## src/rtl/lector_muestras_if.sv

```systemverilog
// Sample-in / tap-out handshake bundle for lector_muestras.
// The master side feeds samples and consumes taps; the slave side is the delay line.
interface lector_muestras_if #(
  parameter int N  = 8,
  parameter int AW = 3
);
  logic [N-1:0]  datain;
  logic          sample_valid;
  logic          sample_ready;
  logic [N-1:0]  tap_data;
  logic [AW-1:0] tap_index;
  logic          tap_valid;
  logic          tap_last;
  logic          tap_ready;
  logic          busy;

  modport master (
    output datain, sample_valid, tap_ready,
    input  sample_ready, tap_data, tap_index, tap_valid, tap_last, busy
  );

  modport slave (
    input  datain, sample_valid, tap_ready,
    output sample_ready, tap_data, tap_index, tap_valid, tap_last, busy
  );
endinterface

```

## src/rtl/lector_muestras.sv

```systemverilog
// Read side of the FIR sample delay line.
// Keeps the last DEPTH samples in a circular register buffer and, after every
// accepted sample, streams all DEPTH taps (newest first) to the serial MAC.
// Optional feature macro: LECTOR_MUESTRAS_OVERRUN_EN adds a sticky overrun_o
// flag raised whenever a sample is offered while the buffer cannot take it.
module lector_muestras #(
  parameter int N     = 8,
  parameter int DEPTH = 8,
  parameter int AW    = 3
) (
  input  logic               clk,
  input  logic               rst_n,
  input  logic               enable_i,
`ifdef LECTOR_MUESTRAS_OVERRUN_EN
  output logic               overrun_o,
`endif
  lector_muestras_if.slave   bus_io
);

  typedef enum logic {IDLE, READ} state_t;

  localparam logic [AW-1:0] LAST_IDX   = AW'(DEPTH - 1);
  localparam logic [AW-1:0] PENULT_IDX = AW'(DEPTH - 2);

  state_t        state_q;
  logic [N-1:0]  mem_q [DEPTH];
  logic [AW-1:0] wrPtr_q, wrPtr_d;
  logic [AW-1:0] rdPtr_q, rdPtr_d;
  logic [AW-1:0] tapIndex_q;
  logic [N-1:0]  tapData_q;
  logic          tapValid_q;
  logic          tapLast_q;
  logic          busy_q;
  logic          accept;
  logic          beat;

  assign bus_io.sample_ready = enable_i & (state_q == IDLE);
  assign accept              = bus_io.sample_valid & bus_io.sample_ready;
  assign beat                = enable_i & tapValid_q & bus_io.tap_ready;

  assign bus_io.tap_data  = tapData_q;
  assign bus_io.tap_index = tapIndex_q;
  assign bus_io.tap_valid = tapValid_q;
  assign bus_io.tap_last  = tapLast_q;
  assign bus_io.busy      = busy_q;

  // Pointer successors: write walks up, read walks back towards older samples.
  always_comb begin
    wrPtr_d = (wrPtr_q == LAST_IDX) ? '0 : wrPtr_q + AW'(1);
    rdPtr_d = (rdPtr_q == '0) ? LAST_IDX : rdPtr_q - AW'(1);
  end

  // Sweep FSM: capture a sample in IDLE, then present one registered tap per handshake.
  always_ff @(posedge clk or negedge rst_n) begin
    if (!rst_n) begin
      for (int i = 0; i < DEPTH; i++) mem_q[i] <= '0;
      wrPtr_q    <= '0;
      rdPtr_q    <= '0;
      state_q    <= IDLE;
      tapData_q  <= '0;
      tapIndex_q <= '0;
      tapValid_q <= 1'b0;
      tapLast_q  <= 1'b0;
      busy_q     <= 1'b0;
    end else begin
      case (state_q)
        IDLE: begin
          if (accept) begin
            mem_q[wrPtr_q] <= bus_io.datain;
            rdPtr_q        <= wrPtr_q;
            wrPtr_q        <= wrPtr_d;
            tapData_q      <= bus_io.datain;
            tapIndex_q     <= '0;
            tapValid_q     <= 1'b1;
            tapLast_q      <= 1'b0;
            busy_q         <= 1'b1;
            state_q        <= READ;
          end
        end
        READ: begin
          if (beat) begin
            rdPtr_q <= rdPtr_d;
            if (tapLast_q) begin
              state_q    <= IDLE;
              tapValid_q <= 1'b0;
              tapLast_q  <= 1'b0;
              busy_q     <= 1'b0;
              tapIndex_q <= '0;
            end else begin
              tapData_q  <= mem_q[rdPtr_d];
              tapIndex_q <= tapIndex_q + AW'(1);
              tapLast_q  <= (tapIndex_q == PENULT_IDX);
            end
          end
        end
        default: state_q <= IDLE;
      endcase
    end
  end

`ifdef LECTOR_MUESTRAS_OVERRUN_EN
  // Sticky flag for samples offered while a sweep is running; only reset clears it.
  always_ff @(posedge clk or negedge rst_n) begin
    if (!rst_n) begin
      overrun_o <= 1'b0;
    end else if (bus_io.sample_valid & ~bus_io.sample_ready & enable_i) begin
      overrun_o <= 1'b1;
    end
  end
`endif

endmodule
```

## src/flat_wrapper.sv

```systemverilog
// flat-port wrapper written by rule: the top's interface ports become plain ports
module lector_muestras_flat 
#(
  parameter int N     = 8,
  parameter int DEPTH = 8,
  parameter int AW    = 3
)
  (clk, rst_n, enable_i, bus_io_datain, bus_io_sample_valid, bus_io_tap_ready, bus_io_sample_ready, bus_io_tap_data, bus_io_tap_index, bus_io_tap_valid, bus_io_tap_last, bus_io_busy);
  lector_muestras_if #(.N(N), .AW(AW)) bus_io_i ();
  input  logic clk;
  input  logic rst_n;
  input  logic enable_i;
  input wire logic [$bits(bus_io_i.datain)-1:0] bus_io_datain;
  input wire logic [$bits(bus_io_i.sample_valid)-1:0] bus_io_sample_valid;
  input wire logic [$bits(bus_io_i.tap_ready)-1:0] bus_io_tap_ready;
  output wire logic [$bits(bus_io_i.sample_ready)-1:0] bus_io_sample_ready;
  output wire logic [$bits(bus_io_i.tap_data)-1:0] bus_io_tap_data;
  output wire logic [$bits(bus_io_i.tap_index)-1:0] bus_io_tap_index;
  output wire logic [$bits(bus_io_i.tap_valid)-1:0] bus_io_tap_valid;
  output wire logic [$bits(bus_io_i.tap_last)-1:0] bus_io_tap_last;
  output wire logic [$bits(bus_io_i.busy)-1:0] bus_io_busy;
  assign bus_io_i.datain = bus_io_datain;
  assign bus_io_i.sample_valid = bus_io_sample_valid;
  assign bus_io_i.tap_ready = bus_io_tap_ready;
  assign bus_io_sample_ready = bus_io_i.sample_ready;
  assign bus_io_tap_data = bus_io_i.tap_data;
  assign bus_io_tap_index = bus_io_i.tap_index;
  assign bus_io_tap_valid = bus_io_i.tap_valid;
  assign bus_io_tap_last = bus_io_i.tap_last;
  assign bus_io_busy = bus_io_i.busy;
  lector_muestras #(.N(N), .DEPTH(DEPTH), .AW(AW)) u_core (.clk(clk), .rst_n(rst_n), .enable_i(enable_i), .bus_io(bus_io_i));
endmodule
```

## config.mk

```make
export PLATFORM = sky130hd
export DESIGN_NAME = lector_muestras_flat
export DESIGN_NICKNAME = d
export VERILOG_FILES = /design/src/rtl/lector_muestras_if.sv /design/src/rtl/lector_muestras.sv /design/src/flat_wrapper.sv
export SDC_FILE = /design/constraint.sdc
export NUM_CORES = 1
export LEC_CHECK = 0
export CAP_MARGIN = 20
export CORE_MARGIN = 5
export CORE_UTILIZATION = 50
export CTS_CLUSTER_DIAMETER = 30
export DETAILED_ROUTE_END_ITERATION = 10
export PLACE_DENSITY = 0.72
export SYNTH_ARGS = -nofsm -noshare
export SYNTH_HDL_FRONTEND = slang
export SYNTH_SLANG_ARGS = --single-unit
```

## constraint.sdc

```tcl
create_clock -name clk -period 3 [get_ports clk]
set_clock_uncertainty 0.05 [all_clocks]
set_input_delay 0.3 -clock clk [delete_from_list [all_inputs] [get_ports clk]]
set_output_delay 0.3 -clock clk [all_outputs]
set_load 0.03 [all_outputs]
```

==> results_dict.tcl, run 1 <==
set metrics [dict create \
    port_buffers 27 \
    hold_viol 0 \
    power.total_w 0.00462 \
    final_nets 393 \
    end_kind "register" \
    r2r_slack_ps 660 \
    tritoncts "yes" \
    peakVddDrop_mv 0.598 \
    async_flop_share_pct 100 \
    root_buffer "clkbuf_8" \
    yosysWarnings 0 \
    cts_hold_buffers 0 \
    syn_nets 366 \
    dp_hpwl_microns 6010 \
    seq_area_frac_synth_pct 51.2 \
    grt.total_usage_pct 18.8 \
    top_layer "met4" \
    p_per_area_nw_per_um2 988 \
    worstPathArrival_ps 2540 \
    fin_crit_ps 2340 \
    wl_per_cell_microns 18.0 \
    critical_path_class "reg2reg" \
    rows 33 \
    synth_area_per_cell_sq_um 11.8 \
    worstSkewPairLatency_ps 350 \
    antenna_left 0 \
    grt_max_degree 85 \
    fmax_mhz 427 \
    crit-reg2reg-capture "u_core.mem_q[38]" \
    synth_largest_area_cell "dfrtp_1" \
    drt-initial-drc-count 156 \
    rsz0062_at_grt "false" \
    yosys_register_bits 84 \
    status "complete, no violations" \
    cts_max_level 3 \
    critPathLaunchType "register" \
    reg2reg_depth 4 \
    worstMarginPinSlew_ps 967 \
    synth_ff_type "dfrtp_1" \
    clock_sinks 84 \
    yosysTopAreaCellShare_pct 51.2 \
    relSlewSlack_pct 34.9 \
    clock_path_buffers 2 \
    chipHeight_microns 101 \
    grt_first_pass_wirelength_microns 14800 \
    m1WireLength_microns 3770 \
    wl_met2_microns 4250 \
    drv_cap 0 \
    worst_ep_required_time_ps 3200 \
    via_per_inst 5.82 \
    yosysUniqueCellTypes 35 \
    setup_violations 0 \
    netlist_top_cells_area "dfrtp_1 (51%), mux2_2 (20%), mux2i_1 (3.9%), nand2_1 (2.7%), nor2_1 (2.7%)" \
    path_max_fanout 15 \
    die-area_sq_um 10100 \
    diodes 0 \
    drive_above_1_share_pct 27.2 \
    synth-edff-count 0 \
    syn_inst 347 \
    grt_remaining_overflow 0 \
    area_growth_pct 14.0 \
    leakage_nw 2.13 \
    yosysMostFrequentCell "dfrtp_1" \
    regToRegStartpoint "u_core.state_q" \
    core_sq_um 8090 \
    clkTransAtPathRegs_ps 90 \
    drc 0 \
    firstDrtPassIters 4 \
    die_w_microns 101 \
    fin_crit_sh_pct 78.0 \
    cts_setup_buffers 0 \
    start_util_pct 50.7 \
    ios 28 \
    routabilityCongestion 0.809 \
    tns_ps 0 \
    cts.repair.resized 0 \
    cts_buffers 9 \
    vias 2816 \
    antenna_found_initial 0 \
    grt_pass1_vias 2890 \
    wirelength_microns 8730 \
    syn_area_sq_um 4110 \
    hold_path_class "in2async" \
    synth_common_cells "dfrtp_1 (84), mux2_2 (74), nand2_1 (29), nor2_1 (29), mux2i_1 (16)" \
    finalMaxSlewViolations 0 \
    met3_length_microns 537 \
]
[flip-flops by register name (all words and copies together) (netlist names)]
name and count:
u_core.bus_io.tap_data 8, u_core.bus_io.tap_index 3, u_core.rdPtr_q 3, u_core.mem_q 64, u_core.bus_io.tap_last 1, u_core.bus_io.tap_valid 1
u_core.wrPtr_q 3, u_core.state_q 1
[cells by family (layout without fill, tap and decap cells)]
| kind of cell | Yosys count | count (layout) | synth area share (%) |
|---|---|---|---|
| DFF | 84 | 84 | 51.2 |
| buffers and inverters | 31 | 63 | 3.57 |
| adders and majority gates | 6 | 6 | 1.83 |
| muxes | 90 | 90 | 24.2 |
| AOI/OAI and AO/OA | 56 | 56 | 9.02 |
| and+or+nand+nor | 80 | 80 | 10.2 |
[critical path, cell delays in order (launching register included)]
cell and delay [ps]:
dfrtp_1 530, inv_1 470, nand4_4 250, nor3b_4 530, mux2_2 400
[per-layer routing]
metal  vias to the layer above  track usage, %
li1                       1295               -
met1                      1418            24.3
met2                        89            29.9
met3                        14            5.74
met4                         0            6.42
met5                         -               0
[cell usage in the layout (no fill, tap or decap), types with 2 or more instances in the layout]
master | Yosys | routed
dfrtp_1 | 84 | 84
mux2_2 | 74 | 74
nand2_1 | 29 | 29
nor2_1 | 29 | 29
clkdlybuf4s50_1 | 0 | 26
mux2i_1 | 16 | 16
o21ai_0 | 14 | 14
a21oi_1 | 14 | 14
inv_1 | 12 | 12
clkbuf_8 | 0 | 9
a41oi_1 | 8 | 8
buf_4 | 1 | 7
o211ai_1 | 6 | 6
a221oi_1 | 6 | 6
ha_1 | 6 | 6
nor2b_1 | 4 | 4
clkinvlp_4 | 0 | 4
a21o_1 | 3 | 3
nand2b_1 | 3 | 3
nor3b_4 | 2 | 2
nand3b_1 | 2 | 2
nand3_1 | 2 | 2
o2111ai_1 | 2 | 2
[report_power, final]
part | total [W] | switching [W] | internal [W] | leakage [nW]
registers | 0.00180 | 0.000293 | 0.00150 | 1.10
logic | 0.00203 | 0.00112 | 0.000918 | 0.947
clock network | 0.000790 | 0.000407 | 0.000383 | 0.0845
total | 0.00462 | 0.00182 | 0.00281 | 2.13
[how the worst max path moves through the flow]
| stage | start | endpoint | cells past startpoint |
|---|---|---|---|
| after floorplan | u_core.rdPtr_q[0] | u_core.bus_io.tap_data[7] | 11 |
| after global placement | enable_i | u_core.mem_q[46] | 5 |
| after detailed placement | enable_i | u_core.mem_q[15] | 4 |
| after CTS | u_core.state_q | u_core.mem_q[38] | 4 |
| after global routing | u_core.rdPtr_q[0] | u_core.bus_io.tap_data[3] | 8 |
| final | u_core.state_q | u_core.mem_q[38] | 4 |
[stage by stage]
stage,util [%],cell area [sq um],worst slack [ps],instances,hold slack (ps)
CTS,57.3,4640,651,482,118
finish,57.8,4680,659,484,260
detailed placement,55.0,4450,624,466,427
global route,57.8,4680,492,484,241
global placement,55.0,4450,649,466,418
floorplan,-,4110,595,347,-45.6
[final cells by class]
type / count / area [sq um]
clock buffer: 10 / 128
clock inverter: 6 / 65.1
fill: 720 / 3410
inverter: 12 / 45.0
multi-input combinational: 232 / 1860
sequential: 84 / 2100
tap: 105 / 131
timing repair buffer: 35 / 350
No activity file was read; power rests on OpenSTA's default activity.
==> run 2, diff against run 1 <==
- clock period: 3 -> 2.45 ns (I/O delays scaled with it)
==> run 2 against run 1 <==
Clock-buffer cell count up 2. Setup slack lost 330 ps. Sequential share of layout area decreased by 0.71 points. Clock power increased by 39%. Combinational power grew 27%. Critical path depth increased by 4. Global-route usage about the same. First-iteration DRC count shrank 31%. Die area stayed put. Routed wire length is 1.7% higher.
==> results_dict.tcl, run 2 (synthesis gave the netlist of run 1 again) <==
set metrics [dict create \
    worstSkewPairLatency_ps 350 \
    clock_sinks 84 \
    p_clk_share_pct 18.7 \
    tns_ps 0 \
    port_buffers 27 \
    clkTransAtPathRegs_ps 80 \
    drc 0 \
    wirelength_microns 8870 \
    core_sq_um 8090 \
    routabilityCongestion 0.831 \
    chipHeight_microns 101 \
    rsz0062_at_grt "false" \
    worstMarginPinSlew_ps 608 \
    drive_above_1_share_pct 28.4 \
    grt_first_pass_wirelength_microns 14700 \
    grt_remaining_overflow 0 \
    drv_cap 0 \
    largest_register "u_core.mem_q" \
    diodes 0 \
    fillers 702 \
    fmax_mhz 472 \
    final_common_cell "dfrtp_1" \
    drt-initial-drc-count 108 \
    antenna_left 0 \
    p_per_area_nw_per_um2 1230 \
    hold_viol 0 \
    grt_pass1_vias 2849 \
    root_buffer "clkbuf_8" \
    die_w_microns 101 \
    multi_input_area_sq_um 1860 \
    vias 2804 \
    fin_crit_ps 2120 \
    final_nets 401 \
    leakage_nw 2.19 \
    die-area_sq_um 10100 \
    area_growth_pct 15.8 \
    cts_buffers 9 \
    swShare_pct 38.2 \
    finalMaxSlewViolations 0 \
    worst_ep_required_time_ps 2600 \
    peakVddDrop_mv 0.792 \
    p_int_w 0.00362 \
    dp_hpwl_microns 6130 \
    place_inst 474 \
    cts_setup_buffers 0 \
    rows 33 \
    r2r_slack_ps 330 \
    tritoncts "yes" \
    final_util_pct 58.7 \
    end_kind "register" \
    critical_path_class "reg2reg" \
    seq_area_sq_um 2100 \
    via_per_inst 5.70 \
    path_max_fanout 13 \
    status "complete, no violations" \
    critPathLaunch "u_core.rdPtr_q[0]" \
    fin_crit_sh_pct 86.5 \
    cts_max_level 3 \
    mostFrequentLayoutCells "dfrtp_1 (84), mux2_2 (74), nand2_1 (29), nor2_1 (29), clkdlybuf4s50_1 (26)" \
    worst_hold_slack_ps 334 \
    grt.total_usage_pct 18.8 \
    regToRegStartpoint "u_core.rdPtr_q[0]" \
    clock_path_buffers 2 \
    wl_per_cell_microns 18.0 \
    grt_max_degree 49 \
    cts.repair.resized 0 \
    firstDrtPassIters 4 \
    comb_power_share_pct 44.0 \
    fin_cells 492 \
    seqPwrFrac_pct 37.3 \
    worstPathArrival_ps 2270 \
    p_sw_w 0.00224 \
    setup_violations 0 \
    critPathLaunchType "register" \
    relSlewSlack_pct 59.5 \
    antenna_found_initial 0 \
    start_util_pct 50.7 \
    hold_path_class "in2async" \
    largest_reg_flops 64 \
    ios 28 \
]
## run 2: through the flow
stage / setup WS (ps) / instance area (sq um) / power [W]
final: 330 / 4750 / 0.00586
after global routing: 159 / 4750 / 0.00624
after CTS: 310 / 4750 / 0.00589
after detailed placement: 197 / 4520 / 0.00479
after global placement: 247 / 4520 / 0.00470
after floorplan: 44.8 / 4110 / 0.00397
## run 2: layout make-up
class	instances	share of cell area (%)
clock buffer	12	3.05
clock inverter	4	1.53
inverter	12	0.948
multi-input combinational	232	39.1
sequential	84	44.2
tap	105	2.76
timing repair buffer	43	8.42
## run 2: worst paths after layout
path,end,cells after the start
worst max-delay path,u_core.bus_io.tap_data[3],8
worst min-delay path,u_core.bus_io.tap_index[0],2
worst max register to register,u_core.bus_io.tap_data[3],8
worst min register to register,u_core.mem_q[10],1
max in group asynchronous,u_core.mem_q[30],3
min in group clk,u_core.mem_q[10],1
## run 2: power by group through the flow
stage	clock, W	combinational, W	sequential, W
floorplan	0	0.00173	0.00224
global placement	0	0.00252	0.00218
detailed placement	0	0.00259	0.00221
CTS	0.00111	0.00260	0.00218
global route	0.00117	0.00282	0.00224
finish	0.00110	0.00258	0.00218
## run 2: critical path: stages, from the launching register on
cell,delay [ps]
dfrtp_1,360
inv_1,50
ha_1,190
ha_1,190
nor2b_1,160
buf_4,240
mux2_2,350
o211ai_1,210
a41oi_1,150
## run 2: routing by layer
layer | routed length, microns | global-route usage, %
met1 | 3990 | 24.8
met3 | 439 | 4.22
met5 | 0 | 0
met2 | 4380 | 31.0
met4 | 65 | 5.28
## run 2: what timing repair did
| item | in CTS | in global routing |
|---|---|---|
| hold endpoints to repair | 36 | 0 |
| hold buffers | 1 | 0 |
| endpoints found under the setup margin | 0 | 0 |
